## src/rtl/uart_fifo_tx_pkg.sv

```systemverilog
// uart_fifo_tx_pkg: shared constants for the memory-mapped UART transmitter.
// Holds the register word offsets, LSR/CTRL bit positions, parity-mode
// encodings, FSM state encodings and the CTRL register layout.
package uart_fifo_tx_pkg;

  localparam int          WORD_LEN  = 32;
  localparam logic [31:0] UART_ADDR = 32'h1000_0000;

  // Register word offsets (addr_d_mem[3:2])
  localparam logic [1:0] UART_THR  = 2'd0;
  localparam logic [1:0] UART_LSR  = 2'd1;
  localparam logic [1:0] UART_DIV  = 2'd2;
  localparam logic [1:0] UART_CTRL = 2'd3;

  // LSR bit positions
  localparam int LSR_TX_IDLE   = 0;
  localparam int LSR_FULL      = 1;
  localparam int LSR_EMPTY     = 2;
  localparam int LSR_OVF       = 3;
  localparam int LSR_LEVEL_LSB = 8;

  // CTRL field positions
  localparam int CTRL_TX_EN       = 0;
  localparam int CTRL_PAR_LSB     = 1;
  localparam int CTRL_STOP2       = 3;
  localparam int CTRL_IE_EMPTY    = 4;
  localparam int CTRL_IE_THR      = 5;
  localparam int CTRL_THR_LVL_LSB = 8;

  // Parity modes; 2'b11 behaves as none
  localparam logic [1:0] PAR_NONE = 2'b00;
  localparam logic [1:0] PAR_EVEN = 2'b01;
  localparam logic [1:0] PAR_ODD  = 2'b10;

  // FSM state encodings
  localparam logic [2:0] ST_IDLE   = 3'd0;
  localparam logic [2:0] ST_START  = 3'd1;
  localparam logic [2:0] ST_DATA   = 3'd2;
  localparam logic [2:0] ST_PARITY = 3'd3;
  localparam logic [2:0] ST_STOP   = 3'd4;

  typedef struct packed {
    logic [7:0] thr_lvl;
    logic       ie_thr;
    logic       ie_empty;
    logic       stop2;
    logic [1:0] par;
    logic       tx_en;
  } ctrl_t;

  function automatic logic parity_on(input logic [1:0] par);
    return (par == PAR_EVEN) || (par == PAR_ODD);
  endfunction

endpackage

```

## src/rtl/uart_fifo_tx_if.sv

```systemverilog
// uart_fifo_tx_if: data-memory bus port of the UART.
//   wen_mem/ren_mem : single-cycle write/read strobes (master -> slave)
//   addr_d_mem      : byte address (master -> slave)
//   wdata_mem       : write data (master -> slave)
//   rdata_uart      : registered read data (slave -> master)
// Handshake: there is no ready; a strobe high at a rising edge is always
// accepted at that edge. Read data is valid from that edge until the next
// accepted read.
interface uart_fifo_tx_if;
  import uart_fifo_tx_pkg::*;

  logic                wen_mem;
  logic                ren_mem;
  logic [WORD_LEN-1:0] addr_d_mem;
  logic [WORD_LEN-1:0] wdata_mem;
  logic [WORD_LEN-1:0] rdata_uart;

  modport master (output wen_mem, ren_mem, addr_d_mem, wdata_mem, input rdata_uart);
  modport slave  (input wen_mem, ren_mem, addr_d_mem, wdata_mem, output rdata_uart);
endinterface

```

## src/rtl/uart_fifo_tx_fifo.sv

```systemverilog
// uart_sync_fifo: single-clock FIFO with push/pop/full/empty/level.
//   push/push_data : write request; accepted when not full or popping too
//   pop/pop_data   : pop_data shows the head entry whenever not empty
//   full/empty     : status flags, derived from the registered level
//   level          : entry count 0..DEPTH
module uart_sync_fifo #(
  parameter int WIDTH = 8,
  parameter int DEPTH = 16
) (
  input  logic                     clk,
  input  logic                     rst_n,
  input  logic                     push,
  input  logic [WIDTH-1:0]         push_data,
  input  logic                     pop,
  output logic [WIDTH-1:0]         pop_data,
  output logic                     full,
  output logic                     empty,
  output logic [$clog2(DEPTH):0]   level
);
  localparam int AW = $clog2(DEPTH);
  localparam int LW = AW + 1;

  logic [WIDTH-1:0] mem_q [DEPTH];
  logic [AW-1:0]    wr_ptr_q, wr_ptr_d, rd_ptr_q, rd_ptr_d;
  logic [LW-1:0]    level_q, level_d;
  logic             push_acc, pop_acc;

  assign full     = (level_q == LW'(DEPTH));
  assign empty    = (level_q == '0);
  assign level    = level_q;
  assign pop_data = mem_q[rd_ptr_q];
  assign pop_acc  = pop && !empty;
  // A full FIFO still takes a push when the head leaves in the same cycle.
  assign push_acc = push && (!full || pop_acc);

  always_comb begin
    wr_ptr_d = wr_ptr_q;
    rd_ptr_d = rd_ptr_q;
    level_d  = level_q;
    if (push_acc) wr_ptr_d = wr_ptr_q + AW'(1);
    if (pop_acc)  rd_ptr_d = rd_ptr_q + AW'(1);
    case ({push_acc, pop_acc})
      2'b10:   level_d = level_q + LW'(1);
      2'b01:   level_d = level_q - LW'(1);
      default: level_d = level_q;
    endcase
  end

  always_ff @(posedge clk or negedge rst_n) begin
    if (!rst_n) begin
      wr_ptr_q <= '0;
      rd_ptr_q <= '0;
      level_q  <= '0;
    end else begin
      wr_ptr_q <= wr_ptr_d;
      rd_ptr_q <= rd_ptr_d;
      level_q  <= level_d;
    end
  end

  // Storage needs no reset: pointers and level define what is valid.
  always_ff @(posedge clk) begin
    if (push_acc) mem_q[wr_ptr_q] <= push_data;
  end
endmodule

```

## src/rtl/uart_fifo_tx.sv

```systemverilog
// uart_fifo_tx: memory-mapped UART transmitter with TX FIFO.
//   clk, rst_n : clock, asynchronous active-low reset
//   bus        : data-memory bus (THR/LSR/DIV/CTRL at BASE_ADDR)
//   intr       : registered level interrupt (empty / threshold)
//   uart_out   : serial line, idle high
//   dbg_state  : current FSM state
module uart_fifo_tx
  import uart_fifo_tx_pkg::*;
#(
  parameter logic [31:0] BASE_ADDR   = UART_ADDR,
  parameter int          DATA_BITS   = 8,
  parameter int          FIFO_DEPTH  = 16,
  parameter int          DIV_W       = 16,
  parameter int unsigned DEFAULT_DIV = 867
) (
  input  logic                clk,
  input  logic                rst_n,
  uart_fifo_tx_if.slave       bus,
  output logic                intr,
  output logic                uart_out,
  output logic [2:0]          dbg_state
);
  localparam int LVL_W = $clog2(FIFO_DEPTH) + 1;

  logic [2:0]           state_q, state_d;
  logic [DIV_W-1:0]     baud_q, baud_d, div_q, div_d, cur_div_q, cur_div_d;
  logic [2:0]           bit_q, bit_d;
  logic [DATA_BITS-1:0] shift_q, shift_d;
  logic [1:0]           cur_par_q, cur_par_d;
  logic                 cur_stop2_q, cur_stop2_d, par_bit_q, par_bit_d;
  logic                 tx_q, tx_d, ovf_q, ovf_d, intr_q, intr_d;
  ctrl_t                ctrl_q, ctrl_d;
  logic [WORD_LEN-1:0]  rdata_q, rdata_d;

  logic                 sel, push, pop, full, empty, tx_idle, bit_done, can_start, load;
  logic [1:0]           off;
  logic [LVL_W-1:0]     level;
  logic [7:0]           level8;
  logic [DATA_BITS-1:0] fifo_dout;
  logic                 unused_bits;

  assign sel         = (bus.addr_d_mem[31:4] == BASE_ADDR[31:4]);
  assign off         = bus.addr_d_mem[3:2];
  assign unused_bits = ^{bus.addr_d_mem[1:0], bus.wdata_mem};
  assign level8      = 8'(level);
  assign tx_idle     = empty && (state_q == ST_IDLE);

  uart_sync_fifo #(.WIDTH(DATA_BITS), .DEPTH(FIFO_DEPTH)) u_fifo (
    .clk       (clk),
    .rst_n     (rst_n),
    .push      (push),
    .push_data (bus.wdata_mem[DATA_BITS-1:0]),
    .pop       (pop),
    .pop_data  (fifo_dout),
    .full      (full),
    .empty     (empty),
    .level     (level)
  );

  // Register writes and reads.
  always_comb begin
    div_d   = div_q;
    ctrl_d  = ctrl_q;
    ovf_d   = ovf_q;
    rdata_d = rdata_q;
    push    = 1'b0;
    if (sel && bus.wen_mem) begin
      case (off)
        UART_THR: begin
          push = 1'b1;
          if (full && !pop) ovf_d = 1'b1;
        end
        UART_LSR:  if (bus.wdata_mem[LSR_OVF]) ovf_d = 1'b0;
        UART_DIV:  div_d = bus.wdata_mem[DIV_W-1:0];
        default: begin
          ctrl_d.tx_en    = bus.wdata_mem[CTRL_TX_EN];
          ctrl_d.par      = bus.wdata_mem[CTRL_PAR_LSB +: 2];
          ctrl_d.stop2    = bus.wdata_mem[CTRL_STOP2];
          ctrl_d.ie_empty = bus.wdata_mem[CTRL_IE_EMPTY];
          ctrl_d.ie_thr   = bus.wdata_mem[CTRL_IE_THR];
          ctrl_d.thr_lvl  = bus.wdata_mem[CTRL_THR_LVL_LSB +: 8];
        end
      endcase
    end
    if (sel && bus.ren_mem) begin
      rdata_d = '0;
      case (off)
        UART_THR: rdata_d = '0;
        UART_LSR: begin
          rdata_d[LSR_TX_IDLE]          = tx_idle;
          rdata_d[LSR_FULL]             = full;
          rdata_d[LSR_EMPTY]            = empty;
          rdata_d[LSR_OVF]              = ovf_q;
          rdata_d[LSR_LEVEL_LSB +: 8]   = level8;
        end
        UART_DIV: rdata_d = WORD_LEN'(div_q);
        default: begin
          rdata_d[CTRL_TX_EN]            = ctrl_q.tx_en;
          rdata_d[CTRL_PAR_LSB +: 2]     = ctrl_q.par;
          rdata_d[CTRL_STOP2]            = ctrl_q.stop2;
          rdata_d[CTRL_IE_EMPTY]         = ctrl_q.ie_empty;
          rdata_d[CTRL_IE_THR]           = ctrl_q.ie_thr;
          rdata_d[CTRL_THR_LVL_LSB +: 8] = ctrl_q.thr_lvl;
        end
      endcase
    end
    intr_d = (ctrl_q.ie_empty & tx_idle) | (ctrl_q.ie_thr & (level8 <= ctrl_q.thr_lvl));
  end

  // Transmit FSM. The frame format is latched at the pop so that register
  // writes during a frame only affect the following frame.
  always_comb begin
    state_d     = state_q;
    baud_d      = baud_q;
    bit_d       = bit_q;
    shift_d     = shift_q;
    tx_d        = tx_q;
    cur_div_d   = cur_div_q;
    cur_par_d   = cur_par_q;
    cur_stop2_d = cur_stop2_q;
    par_bit_d   = par_bit_q;
    pop         = 1'b0;
    load        = 1'b0;
    bit_done    = (baud_q == cur_div_q);
    can_start   = ctrl_q.tx_en && !empty;
    if (state_q != ST_IDLE) baud_d = bit_done ? '0 : baud_q + DIV_W'(1);
    case (state_q)
      ST_IDLE: begin
        tx_d = 1'b1;
        if (can_start) load = 1'b1;
      end
      ST_START: if (bit_done) begin
        state_d = ST_DATA;
        bit_d   = '0;
        tx_d    = shift_q[0];
        shift_d = shift_q >> 1;
      end
      ST_DATA: if (bit_done) begin
        if (bit_q == 3'(DATA_BITS - 1)) begin
          bit_d = '0;
          if (parity_on(cur_par_q)) begin
            state_d = ST_PARITY;
            tx_d    = par_bit_q;
          end else begin
            state_d = ST_STOP;
            tx_d    = 1'b1;
          end
        end else begin
          bit_d   = bit_q + 3'd1;
          tx_d    = shift_q[0];
          shift_d = shift_q >> 1;
        end
      end
      ST_PARITY: if (bit_done) begin
        state_d = ST_STOP;
        bit_d   = '0;
        tx_d    = 1'b1;
      end
      ST_STOP: if (bit_done) begin
        if (cur_stop2_q && (bit_q == 3'd0)) bit_d = 3'd1;
        else if (can_start)                 load  = 1'b1;
        else                                state_d = ST_IDLE;
      end
      default: begin
        state_d = ST_IDLE;
        tx_d    = 1'b1;
      end
    endcase
    if (load) begin
      pop         = 1'b1;
      state_d     = ST_START;
      baud_d      = '0;
      tx_d        = 1'b0;
      shift_d     = fifo_dout;
      cur_div_d   = div_q;
      cur_par_d   = ctrl_q.par;
      cur_stop2_d = ctrl_q.stop2;
      par_bit_d   = (^fifo_dout) ^ (ctrl_q.par == PAR_ODD);
    end
  end

  always_ff @(posedge clk or negedge rst_n) begin
    if (!rst_n) begin
      state_q     <= ST_IDLE;
      baud_q      <= '0;
      bit_q       <= '0;
      shift_q     <= '0;
      tx_q        <= 1'b1;
      cur_div_q   <= '0;
      cur_par_q   <= PAR_NONE;
      cur_stop2_q <= 1'b0;
      par_bit_q   <= 1'b0;
      div_q       <= DIV_W'(DEFAULT_DIV);
      ctrl_q      <= '{thr_lvl: 8'd0, ie_thr: 1'b0, ie_empty: 1'b0, stop2: 1'b0,
                       par: PAR_NONE, tx_en: 1'b1};
      ovf_q       <= 1'b0;
      rdata_q     <= '0;
      intr_q      <= 1'b0;
    end else begin
      state_q     <= state_d;
      baud_q      <= baud_d;
      bit_q       <= bit_d;
      shift_q     <= shift_d;
      tx_q        <= tx_d;
      cur_div_q   <= cur_div_d;
      cur_par_q   <= cur_par_d;
      cur_stop2_q <= cur_stop2_d;
      par_bit_q   <= par_bit_d;
      div_q       <= div_d;
      ctrl_q      <= ctrl_d;
      ovf_q       <= ovf_d;
      rdata_q     <= rdata_d;
      intr_q      <= intr_d;
    end
  end

  assign bus.rdata_uart = rdata_q;
  assign intr           = intr_q;
  assign uart_out       = tx_q;
  assign dbg_state      = state_q;
endmodule

```

## src/flat_wrapper.sv

```systemverilog
// flat-port wrapper written by rule: the top's interface ports become plain ports
module uart_fifo_tx_flat import uart_fifo_tx_pkg::*;
#(
  parameter logic [31:0] BASE_ADDR   = UART_ADDR,
  parameter int          DATA_BITS   = 8,
  parameter int          FIFO_DEPTH  = 16,
  parameter int          DIV_W       = 16,
  parameter int unsigned DEFAULT_DIV = 867
)
  (clk, rst_n, intr, uart_out, dbg_state, bus_wen_mem, bus_ren_mem, bus_addr_d_mem, bus_wdata_mem, bus_rdata_uart);
  uart_fifo_tx_if bus_i ();
  input  logic clk;
  input  logic rst_n;
  output logic intr;
  output logic uart_out;
  output logic [2:0] dbg_state;
  input wire logic [$bits(bus_i.wen_mem)-1:0] bus_wen_mem;
  input wire logic [$bits(bus_i.ren_mem)-1:0] bus_ren_mem;
  input wire logic [$bits(bus_i.addr_d_mem)-1:0] bus_addr_d_mem;
  input wire logic [$bits(bus_i.wdata_mem)-1:0] bus_wdata_mem;
  output wire logic [$bits(bus_i.rdata_uart)-1:0] bus_rdata_uart;
  assign bus_i.wen_mem = bus_wen_mem;
  assign bus_i.ren_mem = bus_ren_mem;
  assign bus_i.addr_d_mem = bus_addr_d_mem;
  assign bus_i.wdata_mem = bus_wdata_mem;
  assign bus_rdata_uart = bus_i.rdata_uart;
  uart_fifo_tx #(.BASE_ADDR(BASE_ADDR), .DATA_BITS(DATA_BITS), .FIFO_DEPTH(FIFO_DEPTH), .DIV_W(DIV_W), .DEFAULT_DIV(DEFAULT_DIV)) u_core (.clk(clk), .rst_n(rst_n), .bus(bus_i), .intr(intr), .uart_out(uart_out), .dbg_state(dbg_state));
endmodule
```

## config.mk

```make
export PLATFORM = sky130hd
export DESIGN_NAME = uart_fifo_tx_flat
export DESIGN_NICKNAME = d
export VERILOG_FILES = /design/src/rtl/uart_fifo_tx_pkg.sv /design/src/rtl/uart_fifo_tx_if.sv /design/src/rtl/uart_fifo_tx_fifo.sv /design/src/rtl/uart_fifo_tx.sv /design/src/flat_wrapper.sv
export SDC_FILE = /design/constraint.sdc
export NUM_CORES = 1
export LEC_CHECK = 0
export ABC_AREA = 0
export BUFFER_PORTS_ARGS = -buffer_cell sky130_fd_sc_hd__buf_4
export CAP_MARGIN = 20
export CORE_UTILIZATION = 54
export DETAILED_ROUTE_END_ITERATION = 16
export PLACE_DENSITY = 0.82
export SLEW_MARGIN = 15
export SYNTH_ARGS = -nofsm -noshare
export SYNTH_HDL_FRONTEND = slang
export SYNTH_HIERARCHICAL = 1
export SYNTH_SLANG_ARGS = --single-unit
export TNS_END_PERCENT = 50
```

## constraint.sdc

```tcl
create_clock -name clk -period 3.4 [get_ports clk]
set_input_delay 0.17 -clock clk [delete_from_list [all_inputs] [get_ports clk]]
set_output_delay 0.17 -clock clk [all_outputs]
set_load 0.005 [all_outputs]
```

# [After elaboration in Yosys (flattened, before gate mapping)]
# Memories as Yosys holds them, arrays and structs flattened.
# Cells that the tools add are included.
# W data, S select, Z words.
[op_classes] addsub=6 n_lt_le_gt_ge=1 eq_ne=31 mux=48 n_bitwise=5 n_reduce_logical=34
[ops] cell="$mux W16" count=3
[ops] cell="$mux W3" count=14
[ops] cell="$mux W8" count=4
[ops] cell="$eq A28 B25 Y1 const B" count=1
[ops] cell="$pmux W8 S3" count=1
[ops] cell="$add A16 B1 Y16 const B" count=1
[ops] cell="$eq A16 B16 Y1" count=1
[ops] cell="$mux W1" count=16
[ops] cell="$pmux W8 S2" count=1
[ops] cell="$ne A3 B1 Y1 const B" count=5
[ops] cell="$pmux W3 S5" count=1
[ops] cell="$ne A2 B1 Y1 const B" count=7
[ops] cell="$pmux W4 S3" count=1
[ops] cell="$reduce_and A4 Y1" count=3
[ops] cell="$pmux W5 S2" count=1
[ops] cell="$pmux W3 S3" count=1
[ops] cell="$reduce_bool A3 Y1" count=3
[ops] cell="$add A4 B1 Y4 const B" count=2
[ops] cell="$eq A2 B2 Y1 const B" count=4
[ops] cell="$le A5 B8 Y1" count=1
[ops] cell="$logic_and A1 B1 Y1" count=8
[ops] cell="$reduce_and A8 Y1" count=1
[ops] cell="$reduce_xor A8 Y1" count=1
[ops] cell="$eq A2 B1 Y1 const B" count=3
[ops] cell="other kinds (28)" count=41
[totals] regBits=112 mem_bits_rw=128 input_bits=68 out_inout_bits=37 word_cells=148 n_memories=1
[mem_list] memory="u_core.u_fifo.mem_q" depth=16 width=8 read_ports=1 rd_ports_with_merged_regs=0 write_ports=1 line="uart_fifo_tx_fifo.sv:23" source="logic [WIDTH-1:0] mem_q [DEPTH];"

# [Longest topological paths before layout]
# Gate-level depths: netlist of the first run.
[depth] word_depth=13 mapped_depth=15 ltp_nobuf=14

# [Modules after synthesis]
# The synthesis of the first run kept the hierarchy.
[by_module_without_submodules] mod="uart_sync_fifo" n_inst=1 cells_each=302 area_per_inst_um2=5748.0 seq_area_each_um2=4169.0
[by_module_without_submodules] mod="uart_fifo_tx" n_inst=1 cells_each=472 area_per_inst_um2=5089.9 seq_area_each_um2=2487.4

# [Least setup slack after synthesis of the first run]
# OpenSTA, ideal clock, no wires.
[synth_path] kind="reg2reg" start="reg u_core.baud_q[5]" end="reg u_core.u_fifo.level_q[4] (netlist: u_core/u_fifo/level[4])" setup_time_ps=87 t_arrival_ps=3044 t_required_ps=3313 slack_ps=269 stages_incl_launch_ff=14 path_buffers=2 period_less_slack_ps=3131 path_cell_list="dfrtp_1 -> buf_2 -> xor2_1 -> nor4_1 -> nand4_1 -> o21ai_2 -> buf_2 -> o21ai_2 -> or2_2 -> fa_1 -> nand2b_1 -> a211o_1 -> o31a_1 -> o211ai_1"
[synth_between] elab_chain_cells=9
[synth_rtl] element="start, declared" line="uart_fifo_tx.sv:26" source="logic [DIV_W-1:0] baud_q, baud_d, div_q, div_d, cur_div_q, cur_div_d;"
[synth_rtl] element="start signal, assigned" line="uart_fifo_tx.sv:201" source="baud_q <= baud_d;"
[synth_rtl] element="$eq A16 B16 Y1 *" line="uart_fifo_tx.sv:124" source="bit_done = (baud_q == cur_div_q);"
[synth_rtl] element="$mux W1 *" line="uart_fifo_tx.sv:159" source="ST_STOP: if (bit_done) begin"
[synth_rtl] element="$pmux W1 S2 *" line="uart_fifo_tx.sv:127" source="case (state_q)"
[synth_rtl] element="net u_core.load" line="uart_fifo_tx.sv:35" source="logic sel, push, pop, full, empty, tx_idle, bit_done, can_start, load;"
[synth_rtl] element="$mux W1 *" line="uart_fifo_tx.sv:169" source="if (load) begin"
[synth_rtl] element="$logic_and A1 B1 Y1 *" line="uart_fifo_tx_fifo.sv:32" source="assign pop_acc = pop && !empty;"
[synth_rtl] element="$logic_or A1 B1 Y1" line="uart_fifo_tx_fifo.sv:34" source="assign push_acc = push && (!full || pop_acc);"
[synth_rtl] element="$logic_and A1 B1 Y1" line="uart_fifo_tx_fifo.sv:34"
[synth_rtl] element="$eq A2 B1 Y1 or $eq A2 B2 Y1 (tied branches)" line="uart_fifo_tx_fifo.sv:42" source="case ({push_acc, pop_acc})"
[synth_rtl] element="$pmux W5 S2 or $reduce_bool A2 Y1 (tied branches)"
[synth_rtl] element="end signal, assigned" line="uart_fifo_tx_fifo.sv:57" source="level_q <= level_d;"
[synth_rtl] element="end, declared" line="uart_fifo_tx_fifo.sv:25" source="logic [LW-1:0] level_q, level_d;"
# Mark *: on every way through the listed nets, which the timed path passes. The rest lies on a longest branch.
# A chain may end at the register's enable or synchronous reset.

# [Worst setup path in the final report of the first run]
[layout_path] start="reg u_core.u_fifo.level_q[3] (netlist: u_core/u_fifo/level[3])" end="reg u_core.u_fifo.level_q[4] (netlist: u_core/u_fifo/level[4])"
[layout_between] elab_chain_cells=13
[layout_rtl] element="$logic_not A5 Y1 *" line="uart_fifo_tx_fifo.sv:29" source="assign empty = (level_q == '0);"
[layout_rtl] element="net u_core.empty" line="uart_fifo_tx.sv:35"
[layout_rtl] element="$logic_not A1 Y1 *" line="uart_fifo_tx_fifo.sv:32, uart_fifo_tx.sv:125"
[layout_rtl] element="$logic_and A1 B1 Y1" line="uart_fifo_tx.sv:125" source="can_start = ctrl_q.tx_en && !empty;"
[layout_rtl] element="$mux W1" line="uart_fifo_tx.sv:130, uart_fifo_tx.sv:161"
[layout_rtl] element="$mux W1" line="uart_fifo_tx.sv:160" source="if (cur_stop2_q && (bit_q == 3'd0)) bit_d = 3'd1;"
[layout_rtl] element="$mux W1" line="uart_fifo_tx.sv:159"
[layout_rtl] element="$pmux W1 S2" line="uart_fifo_tx.sv:127"
[layout_rtl] element="$mux W1" line="uart_fifo_tx.sv:169"
[layout_rtl] element="$logic_and A1 B1 Y1 *" line="uart_fifo_tx_fifo.sv:32"
[layout_rtl] element="$logic_or A1 B1 Y1" line="uart_fifo_tx_fifo.sv:34"
[layout_rtl] element="$logic_and A1 B1 Y1" line="uart_fifo_tx_fifo.sv:34"
[layout_rtl] element="$eq A2 B1 Y1 or $eq A2 B2 Y1 (tied branches)" line="uart_fifo_tx_fifo.sv:42"
[layout_rtl] element="$pmux W5 S2 or $reduce_bool A2 Y1 (tied branches)"
# Marks and branches as above.

==> impl_metrics.ini, run 1 <==
[critical_path]
crit_path_end_kind = flip-flop
crit_arrival_ns = 3.64
ff2ff_setup_slack_ns = 0.19
critPathRequiredTime_ns = 3.83
crit_type = flip-flop to flip-flop
path_max_fanout = 6
crit-reg2reg-launch = u_core/u_fifo/level[3]$_DFFE_PN0P_
path_cells = nor4_4, nand2b_1, inv_1, nor2b_2, nand3_1, o21ai_4, o21ai_2, or2_2, fa_1, nand2b_1, a211o_1, o31a_1, o211ai_1
worstSetupEndpoint = u_core/u_fifo/level[4]$_DFFE_PN0P_
slowest_delay_ns = 0.45
timing.critical_path.from = u_core/u_fifo/level[3]$_DFFE_PN0P_
ff2ff_path_depth = 13
path_common_cell = nand2b_1
cpMaxStageDelayCell = dfrtp_2
start_kind = flip-flop
reg2reg_to = u_core/u_fifo/level[4]$_DFFE_PN0P_

[synth]
ys_top_cells_by_area = edfxtp_1 (35%), dfrtp_1 (24%), mux2_2 (6.6%)
synth_cells = 774
ys_ff_latch = 240
synthDominantCellAreaShare_pct = 35.5
synth_area_per_cell_um2 = 14.0
yosysSeqAreaShare_pct = 61.4
synth_top_cells_by_count = edfxtp_1 (128), dfrtp_1 (104), mux2_2 (64)
netlist_area_um2 = 10800
ys_types = 60
synth_ff_type = edfxtp_1
ys_warn_count = 6
synth_most_common_cell = edfxtp_1
synth-edff-count = 128
ys_async_sr_fraction_pct = 46.7
yosysTopAreaCell = edfxtp_1

[sta]
tightest_slew_ns = 0.977
max_freq_ghz = 0.311
finClkSkew_ns = 0.0144
final-setup-viol-count = 0
tns_ns = 0
hold_viol = 0
period_share_pct = 94.4
finalCriticalPeriod_ns = 3.21
maxSlewHeadroom_pct = 34.9
slew_viol_final = 0
holdWs_ns = 0.0191
rsz0062_at_grt = false

[grt]
gr-total-overflow = 0
grt_usage_pct = 23.1
grt_pass1_wl_um = 35700
grt_max_degree = 82
antenna_found_initial = 0
grt_pass1_vias = 6595

[power]
leakage_nw = 5.19
worst_ir_drop_vdd_mv = 0.407
power_density_nw_per_um2 = 458

[placement]
dpl.cell_count = 1094
dp_hpwl_um = 15000
numPortBuffers = 70
placed_area_um2 = 11600
gp_congestion = 0.871

[die]
die_h_um = 144
die_w_um = 144
die-area_um2 = 20600
placementRows = 51
io_pins = 105
core_area_um2 = 19600
initial_core_util_pct = 55.3

[layout]
drive_above_1_share_pct = 27.7
final_util_pct = 64.2
n_antenna_cell = 0
area_delta_synth_final_pct = 16.0
nets = 956
fin_area_um2 = 12600
stdcell_count = 1153

[flow_run]
cap_violations = 0

[routing]
via_count = 6681
viasPerCell = 5.79
first_iter_violations = 654
drt-total-wl_um = 22900
drc_errors = 0
dr.pass1.iters = 5
ant_nets = 0
post_drt_wl_per_cell_um = 19.9

[clock_tree]
cts_root_buffer = clkbuf_16
htreeDepth = 1
path_clk_slew_ns = 0.06
insertion_delay_ns = 0.52
numCtsBuffers = 25
cts_max_path_buffers = 3
cts.sinks = 240
tritoncts = yes

[min_path]
hold_class = input port to flip-flop
hp-start = bus_wdata_mem[2]

[run_status]
status = complete, no violations
-- state kept, by name, summed over array words and instances (netlist names), 5 cells and up --
signal and count:
u_core/div_q 16, u_core/u_fifo/mem_q 128, u_core/u_fifo/level 5, u_core/cur_div_q 16
u_core/ctrl_q 14, u_core/baud_q 16, u_core/shift_q 8, u_core/bus.rdata_uart 16
-- critical path, delay by kind of cell, from the launching register on --
family / cells / cell delay, ns
flip-flops: 1 / 0.45
buffers and inverters: 1 / 0.11
adder cells (fa/ha/maj): 1 / 0.42
AND/OR/NAND/NOR: 6 / 1.15
AO/OA/AOI/OAI: 5 / 1.00
-- routing by layer --
metal | share of wire (%) | up-vias | global-route usage [%]
met5 | 0 | - | 0
met4 | 1.9 | 0 | 7.78
met3 | 6.0 | 41 | 3.23
met2 | 49 | 273 | 37.0
met1 | 43 | 3338 | 32.6
li1 | - | 3029 | -
-- repair_timing --
action | CTS | global route
setup endpoints to repair | 0 | 91
buffers inserted | 0 | 2
hold buffers | 11 | 0
hold endpoints to repair | 121 | 0
gates resized for setup | 0 | 5
-- through the flow --
stage	power (mW)	setup WS, ns
2_1_floorplan	3.16	0.269
3_3_place_gp	3.25	0.235
3_5_place_dp	3.25	0.200
4_1_cts	5.79	0.0708
5_1_grt	5.93	0.0102
6_report	5.76	0.190
-- kinds of logic after synthesis --
| group | count (synthesis) | share of synthesized area, % |
|---|---|---|
| adders and majority gates | 18 | 2.15 |
| buffers and inverters | 77 | 3.62 |
| xor gates and xnor gates | 48 | 3.88 |
| AOI/OAI and AO/OA | 97 | 5.89 |
| DFF | 240 | 61.4 |
| muxes | 108 | 14.4 |
| and+or+nand+nor | 185 | 8.58 |
| other | 1 | 0.0346 |
-- placed cells by master (no fill, tap or decap), drive strengths merged, types with 8 or more instances in the layout --
master | netlist | final
edfxtp | 128 | 128
dfrtp | 104 | 104
buf | 37 | 96
mux2 | 66 | 66
nor2 | 50 | 50
nand2 | 38 | 38
mux4 | 32 | 32
clkbuf | 16 | 31
xor2 | 29 | 29
nand3 | 27 | 27
o21ai | 25 | 25
inv | 24 | 24
a22oi | 24 | 24
a21oi | 20 | 20
xnor2 | 19 | 19
ha | 17 | 17
conb | 1 | 16
nor4 | 12 | 12
nor3 | 12 | 12
dlygate4sd3 | 0 | 11
clkinv | 0 | 11
mux2i | 10 | 10
nand2b | 10 | 10
nor2b | 9 | 9
nand4 | 8 | 8
dfstp | 8 | 8
-- worst min-delay path by stage --
stage          depth (start not counted)                                   to
4_1_cts                                1  u_core/u_fifo/mem_q[0][6]$_DFFE_PP_
3_5_place_dp                           2        u_core/ctrl_q[12]$_DFFE_PN0P_
2_1_floorplan                          0         u_core/baud_q[0]$_DFFE_PN0P_
6_report                               1  u_core/u_fifo/mem_q[6][2]$_DFFE_PP_
5_1_grt                                1  u_core/u_fifo/mem_q[0][6]$_DFFE_PP_
3_3_place_gp                           2         u_core/ctrl_q[9]$_DFFE_PN0P_
-- report_power, final --
group | switching [mW] | internal, mW
combinational | 0.0811 | 0.0542
clock | 1.06 | 1.50
sequential | 0.000000382 | 3.07
total | 1.14 | 4.62
-- layout make-up --
type / count / area, um^2
well taps: 265 / 332
fillers: 1365 / 7020
repair buffers: 107 / 863
flip-flops and latches: 240 / 6660
inverters: 24 / 90.1
clock inverters: 14 / 115
clock buffers: 31 / 648
multi-input cells: 472 / 3860
Note: power is estimated with default switching activity, not from simulation.
==> inputs of run 2 (changes only) <==
- SYNTH_HIERARCHICAL: 1 -> default
==> run 2 against run 1 <==
Effect of this change:
- cell count grew 3.3%
- register-to-register slack gained 0.02 ns
- global-route usage is 1.0 points higher
- area after synthesis grew 1.6%
- critical path type unchanged
- sequential power barely moved
- worst hold slack better by 0.0099 ns
- flip-flop and latch count stayed put
- fmax is 0.48% higher
- combinational power rose by 4%
- sequential share of layout area down 0.78 points
==> impl_metrics.ini, run 2 <==
[die]
initial_core_util_pct = 55.8
io_pins = 105
die_w_um = 145
placementRows = 51
die_h_um = 145
core_area_um2 = 19700
die-area_um2 = 21000

[synth]
synth_ff_type = edfxtp_1
ys_top_cells_by_area = edfxtp_1 (35%), dfrtp_1 (24%), mux2_2 (4.2%)
synth_cells = 815
synth_most_common_cell = edfxtp_1
synth_top_family_by_area = multiplexers
synth_fa_ha_area_share_pct = 2.11
synth-edff-count = 128
ys_types = 66
synthSimpleGateAreaFrac_pct = 10.3
ys_ff_latch = 240
synth_compound_area_share_pct = 6.62
synth_top_cells_by_count = edfxtp_1 (128), dfrtp_1 (104), nand2_1 (96)
yosysSeqAreaShare_pct = 60.5
synth_area_per_cell_um2 = 13.5
netlist_area_um2 = 11000
ys_warn_count = 0
synthDominantCellAreaShare_pct = 34.9
ys_async_sr_fraction_pct = 46.7
synth-xor-area-share_pct = 3.69
muxShareOfSynthArea_pct = 12.7
yosysTopAreaCell = edfxtp_1

[grt]
grt_busiest_layer = met2
grt_max_degree = 71
met1_usage_pct = 33.3
grt_pass1_wl_um = 37700
grt_util_met3_pct = 3.13
gr-total-overflow = 0
grt_pass1_vias = 6927
grt_usage_pct = 24.1
use_met2_pct = 39.5
antenna_found_initial = 0

[critical_path]
cpMaxStageDelayCell = and3_1
crit_type = flip-flop to flip-flop
crit_arrival_ns = 3.35
start_kind = flip-flop
critPathRequiredTime_ns = 3.56
slowest_delay_ns = 0.54
critical-path-top-delay-family = simple AND/OR/NAND/NOR gates
path_max_fanout = 8
crit_path_end_kind = flip-flop
path_cells = xnor2_1, nand4_1, nor4_2, a21boi_1, or2_1, buf_4, a2111oi_4, and3_1
crit_buf_inv = 1

[clock_tree]
path_clk_slew_ns = 0.06
cts_root_buffer = clkbuf_16
cts_max_path_buffers = 3
tritoncts = yes
numCtsBuffers = 24
post_cts_resized = 0
cts.sinks = 240
insertion_delay_ns = 0.51
htreeDepth = 1

[routing]
post_drt_wl_per_cell_um = 20.1
viasPerCell = 5.92
dr.pass1.iters = 6
via_count = 7055
ant_nets = 0
first_iter_violations = 545
drc_errors = 0
drt-total-wl_um = 24000

[layout]
largest-register = u_core.u_fifo.mem_q
n_antenna_cell = 0
layout_commonest_cell = edfxtp_1
final_cell_mix = edfxtp_1 (128), dfrtp_1 (103), nand2_1 (96)
nets = 996
nFillCells = 1381
largest_reg_flops = 128
area_delta_synth_final_pct = 15.8
fin_area_um2 = 12700
drive_above_1_share_pct = 22.8

[placement]
numPortBuffers = 70
dp_hpwl_um = 15400
placed_area_um2 = 11800
gp_congestion = 0.899

[sta]
finalCriticalPeriod_ns = 3.20
hold_viol = 0
tightest_slew_ns = 0.983
rsz0062_at_grt = false
maxSlewHeadroom_pct = 34.5
period_share_pct = 94.0
final-setup-viol-count = 0
slew_viol_final = 0
finClkSkew_ns = 0.00764
max_freq_ghz = 0.313
tns_ns = 0

[flow_run]
cap_violations = 0

[min_path]
hold_class = input port to flip-flop

[power]
worst_ir_drop_vdd_mv = 0.430
power_density_nw_per_um2 = 469
leakage_nw = 5.24

[run_status]
status = complete, no violations
-- run 2: changes by cell type in the layout (fill, tap and decap cells not counted), moves of 14 or more --
cell / before / now
nand2_1: 38 / 96
xor2_1: 29 / 9
mux2_2: 64 / 41
xnor2_1: 19 / 33
and3_1: 2 / 17
mux4_1: 0 / 17
-- run 2: layout make-up --
cell class / count / area, um^2 / area share, %
clock inverter: 11 / 138 / 1.08
clock buffer: 31 / 699 / 5.49
tap: 265 / 332 / 2.60
inverter: 26 / 97.6 / 0.766
timing repair buffer: 109 / 866 / 6.79
multi-input combinational: 509 / 3960 / 31.1
sequential: 240 / 6660 / 52.2
-- run 2: where the power goes --
part | switching [mW] | leakage [nW] | internal, mW
Clock | 1.09 | 0.405 | 1.68
Sequential | 0.000000170 | 2.61 | 3.07
Combinational | 0.0846 | 2.22 | 0.0560
-- run 2: what timing repair did --
item                                   in CTS  in global routing
hold buffers                               14                  0
setup buffers                               0                  0
endpoints found under the hold margin     157                  0
setup endpoints to repair                   0                  0
-- run 2: cells by family (layout without fill, tap and decap cells) --
kind of cell / Yosys count / count (layout)
adders and majority gates: 18 / 18
xor gates and xnor gates: 44 / 44
AOI/OAI and AO/OA: 108 / 108
DFF: 240 / 240
muxes: 83 / 83
buffers and inverters: 81 / 177
and+or+nand+nor: 240 / 240
other: 1 / 16
-- run 2: worst paths after layout --
path,startpoint,end,slack [ns],cells after the start
max in group asynchronous,rst_n,u_core.div_q[9]$_DFFE_PN1P_,2.21,3
hold / removal,bus_wdata_mem[4],u_core.u_fifo.mem_q[10][4]$_DFFE_PP_,0.03,1
setup / recovery,u_core.baud_q[0]$_DFFE_PN0P_,u_core.u_fifo.mem_q[1][0]$_DFFE_PP_,0.20,8
setup reg to reg,u_core.baud_q[0]$_DFFE_PN0P_,u_core.u_fifo.mem_q[1][0]$_DFFE_PP_,0.20,8
hold reg to reg,u_core.uart_out$_DFFE_PN1P_,u_core.uart_out$_DFFE_PN1P_,0.47,2
min in group asynchronous,rst_n,u_core.baud_q[11]$_DFFE_PN0P_,0.31,2
-- run 2: per-stage QoR --
stage                     hold slack [ns]  setup slack [ns]  std cells  power (mW)  utilization [%]
after CTS                          0.0103             0.164       1191        6.01             64.7
after global placement              0.346             0.309       1135        3.25             59.7
after detailed placement            0.333             0.295       1135        3.25             59.7
final                              0.0290             0.205       1191        5.98             64.7
after global routing               0.0188            0.0570       1191        6.13             64.7
after floorplan                    -0.126            0.0283        830        3.16                -
-- run 2: per-layer routing --
| layer | up-vias | routed length, um | part of all wire (%) |
|---|---|---|---|
| li1 | 3159 | - | - |
| met1 | 3512 | 10100 | 42 |
| met2 | 334 | 11700 | 49 |
| met3 | 50 | 1620 | 6.8 |
| met4 | 0 | 603 | 2.5 |
| met5 | - | 0 | 0 |
==> inputs of run 3 (changes only) <==
- CORE_MARGIN: default -> 4
- CORE_UTILIZATION: 54 -> 59
- CTS_CLUSTER_SIZE: default -> 30
- PLACE_DENSITY: 0.82 -> 0.84
- clock period: 3.4 -> 2.95 ns (I/O delays scaled with it)
==> run 3 against run 2 <==
Effect of this change:
- the flow now finishes with violations (negative setup slack)
- combinational power grew 18%
- clock power up 13%
- die area decreased by 0.25%
- flip-flop and latch count unchanged
- setup slack lost 0.26 ns
==> impl_metrics.ini, run 3 (synthesis gave the netlist of run 2 again) <==
[run_status]
status = complete, but fails checks
violations = negative setup slack

[placement]
placed_area_um2 = 12000
numPortBuffers = 70
dp_hpwl_um = 16400
gp_congestion = 0.856

[sta]
period_share_pct = 102
max_freq_ghz = 0.333
finalCriticalPeriod_ns = 3.00
final-setup-viol-count = 1
hold_viol = 0
slew_viol_final = 0
fin_ws_ns = -0.0512
rsz0062_at_grt = true
tightest_slew_ns = 0.904
maxSlewHeadroom_pct = 39.1
holdWs_ns = 0.0535
finClkSkew_ns = 0.0219

[routing]
viasPerCell = 6.23
ant_nets = 0
first_iter_violations = 837
drc_errors = 0
dr.pass1.iters = 5
drt-total-wl_um = 26200
post_drt_wl_per_cell_um = 22.1
via_count = 7398

[die]
core_area_um2 = 18100
placementRows = 49
io_pins = 105
initial_core_util_pct = 60.7
die_h_um = 145
die-area_um2 = 20900
die_w_um = 145

[critical_path]
critPathRequiredTime_ns = 3.33
cpMaxStageDelayCell = dfrtp_1
path_common_cell = a21o_1
path_cells = xnor2_2, nand4_1, nor4_4, a21boi_2, or2_4, nor2_4, ha_4, a21o_1, a21o_1, a21o_1, nor3_2, nand2b_1, a21oi_1
crit_type = flip-flop to flip-flop
crit_buf_inv = 0
crit_path_end_kind = flip-flop
slowest_delay_ns = 0.41
critical-path-top-delay-family = simple AND/OR/NAND/NOR gates
start_kind = flip-flop
crit_arrival_ns = 3.39
path_max_fanout = 5

[layout]
fin_area_um2 = 13000
n_antenna_cell = 0
multi_input_comb_area_um2 = 4020
nets = 1026
area_delta_synth_final_pct = 18.1
seq_area_um2 = 6660
layout_commonest_cell = edfxtp_1
drive_above_1_share_pct = 25.3
largest_reg_flops = 128
final_cell_mix = edfxtp_1 (128), buf_4 (119), dfrtp_1 (102)
nFillCells = 1098
largest-register = u_core.u_fifo.mem_q

[clock_tree]
cts_max_path_buffers = 3
htreeDepth = 1
insertion_delay_ns = 0.52
numCtsBuffers = 24
tritoncts = yes
cts_root_buffer = clkbuf_16
path_clk_slew_ns = 0.06
cts.sinks = 240

[grt]
grt_pass1_wl_um = 42000
grt_usage_pct = 26.0
antenna_found_initial = 0
grt_pass1_vias = 7633
grt_max_degree = 63
gr-total-overflow = 0

[min_path]
hold_class = input port to flip-flop

[flow_run]
cap_violations = 0

[power]
leakage_nw = 5.40
worst_ir_drop_vdd_mv = 0.496
power_density_nw_per_um2 = 525
==> run 3: area by class of cell <==
| cell class | count | area share [%] |
|---|---|---|
| Timing Repair Buffer | 139 | 8.64 |
| Sequential cell | 240 | 51.2 |
| Clock inverter | 8 | 0.953 |
| Inverter | 26 | 0.751 |
| Tap cell | 229 | 2.20 |
| Multi-Input combinational cell | 509 | 30.9 |
| Clock buffer | 36 | 5.27 |
==> run 3: worst register-to-register path, delay by kind of cell, from the launching register on <==
family | cells | cell delay (ns)
DFF | 1 | 0.41
and+or+nand+nor | 6 | 1.30
adders and majority gates | 1 | 0.23
AOI/OAI and AO/OA | 5 | 0.75
xor gates and xnor gates | 1 | 0.20
==> run 3: timing repair <==
action                                  in CTS  in global routing
hold buffers                                17                  0
endpoints found under the setup margin       9                 10
buffers inserted                             2                  1
hold endpoints to repair                   184                  0
gates resized for setup                      3                  2
pin swaps                                    2                  2
==> run 3: final timing paths <==
check                                                 start                              endpoint  slack (ns)  depth (start not counted)
min reg2reg                     u_core.uart_out$_DFFE_PN1P_           u_core.uart_out$_DFFE_PN1P_        0.47                          2
min in group asynchronous                             rst_n      u_core.cur_div_q[10]$_DFFE_PN0N_        0.26                          2
max reg2reg                u_core.cur_div_q[11]$_DFFE_PN0N_    u_core.u_fifo.level[4]$_DFFE_PN0P_       -0.05                         13
max                        u_core.cur_div_q[11]$_DFFE_PN0N_    u_core.u_fifo.level[4]$_DFFE_PN0P_       -0.05                         13
max in group asynchronous                             rst_n           u_core.div_q[0]$_DFFE_PN1P_        1.78                          3
min                                       bus_addr_d_mem[3]  u_core.bus.rdata_uart[5]$_DFFE_PN0P_        0.05                          3
==> run 3: per-layer routing <==
metal | part of all wire, % | GRT usage (%) | up-vias | routed length (um)
met1 | 40 | 36.9 | 3664 | 10600
met3 | 9.0 | 4.17 | 60 | 2360
met2 | 48 | 42.2 | 451 | 12700
met5 | 0 | 0 | - | 0
met4 | 2.3 | 7.61 | 0 | 608
li1 | - | - | 3223 | -
==> run 3: report_power, final <==
group	leakage [nW]	internal, mW	switching (mW)
clock network	0.394	1.87	1.25
logic	2.39	0.0672	0.0994
registers	2.61	3.54	0.000000221
total	5.40	5.47	1.35
==> run 3: stage by stage <==
stage          setup WS (ns)  power [mW]  setup TNS, ns  cells  util [%]
3_5_place_dp          0.0311        3.75              0   1123      66.0
6_report             -0.0512        6.82        -0.0512   1187      71.6
4_1_cts              0.00626        6.84              0   1186      71.5
5_1_grt               -0.163        7.01         -0.163   1187      71.6
2_1_floorplan        -0.0344        3.65        -0.0344    830         -
3_3_place_gp           0.130        3.75              0   1123      66.0
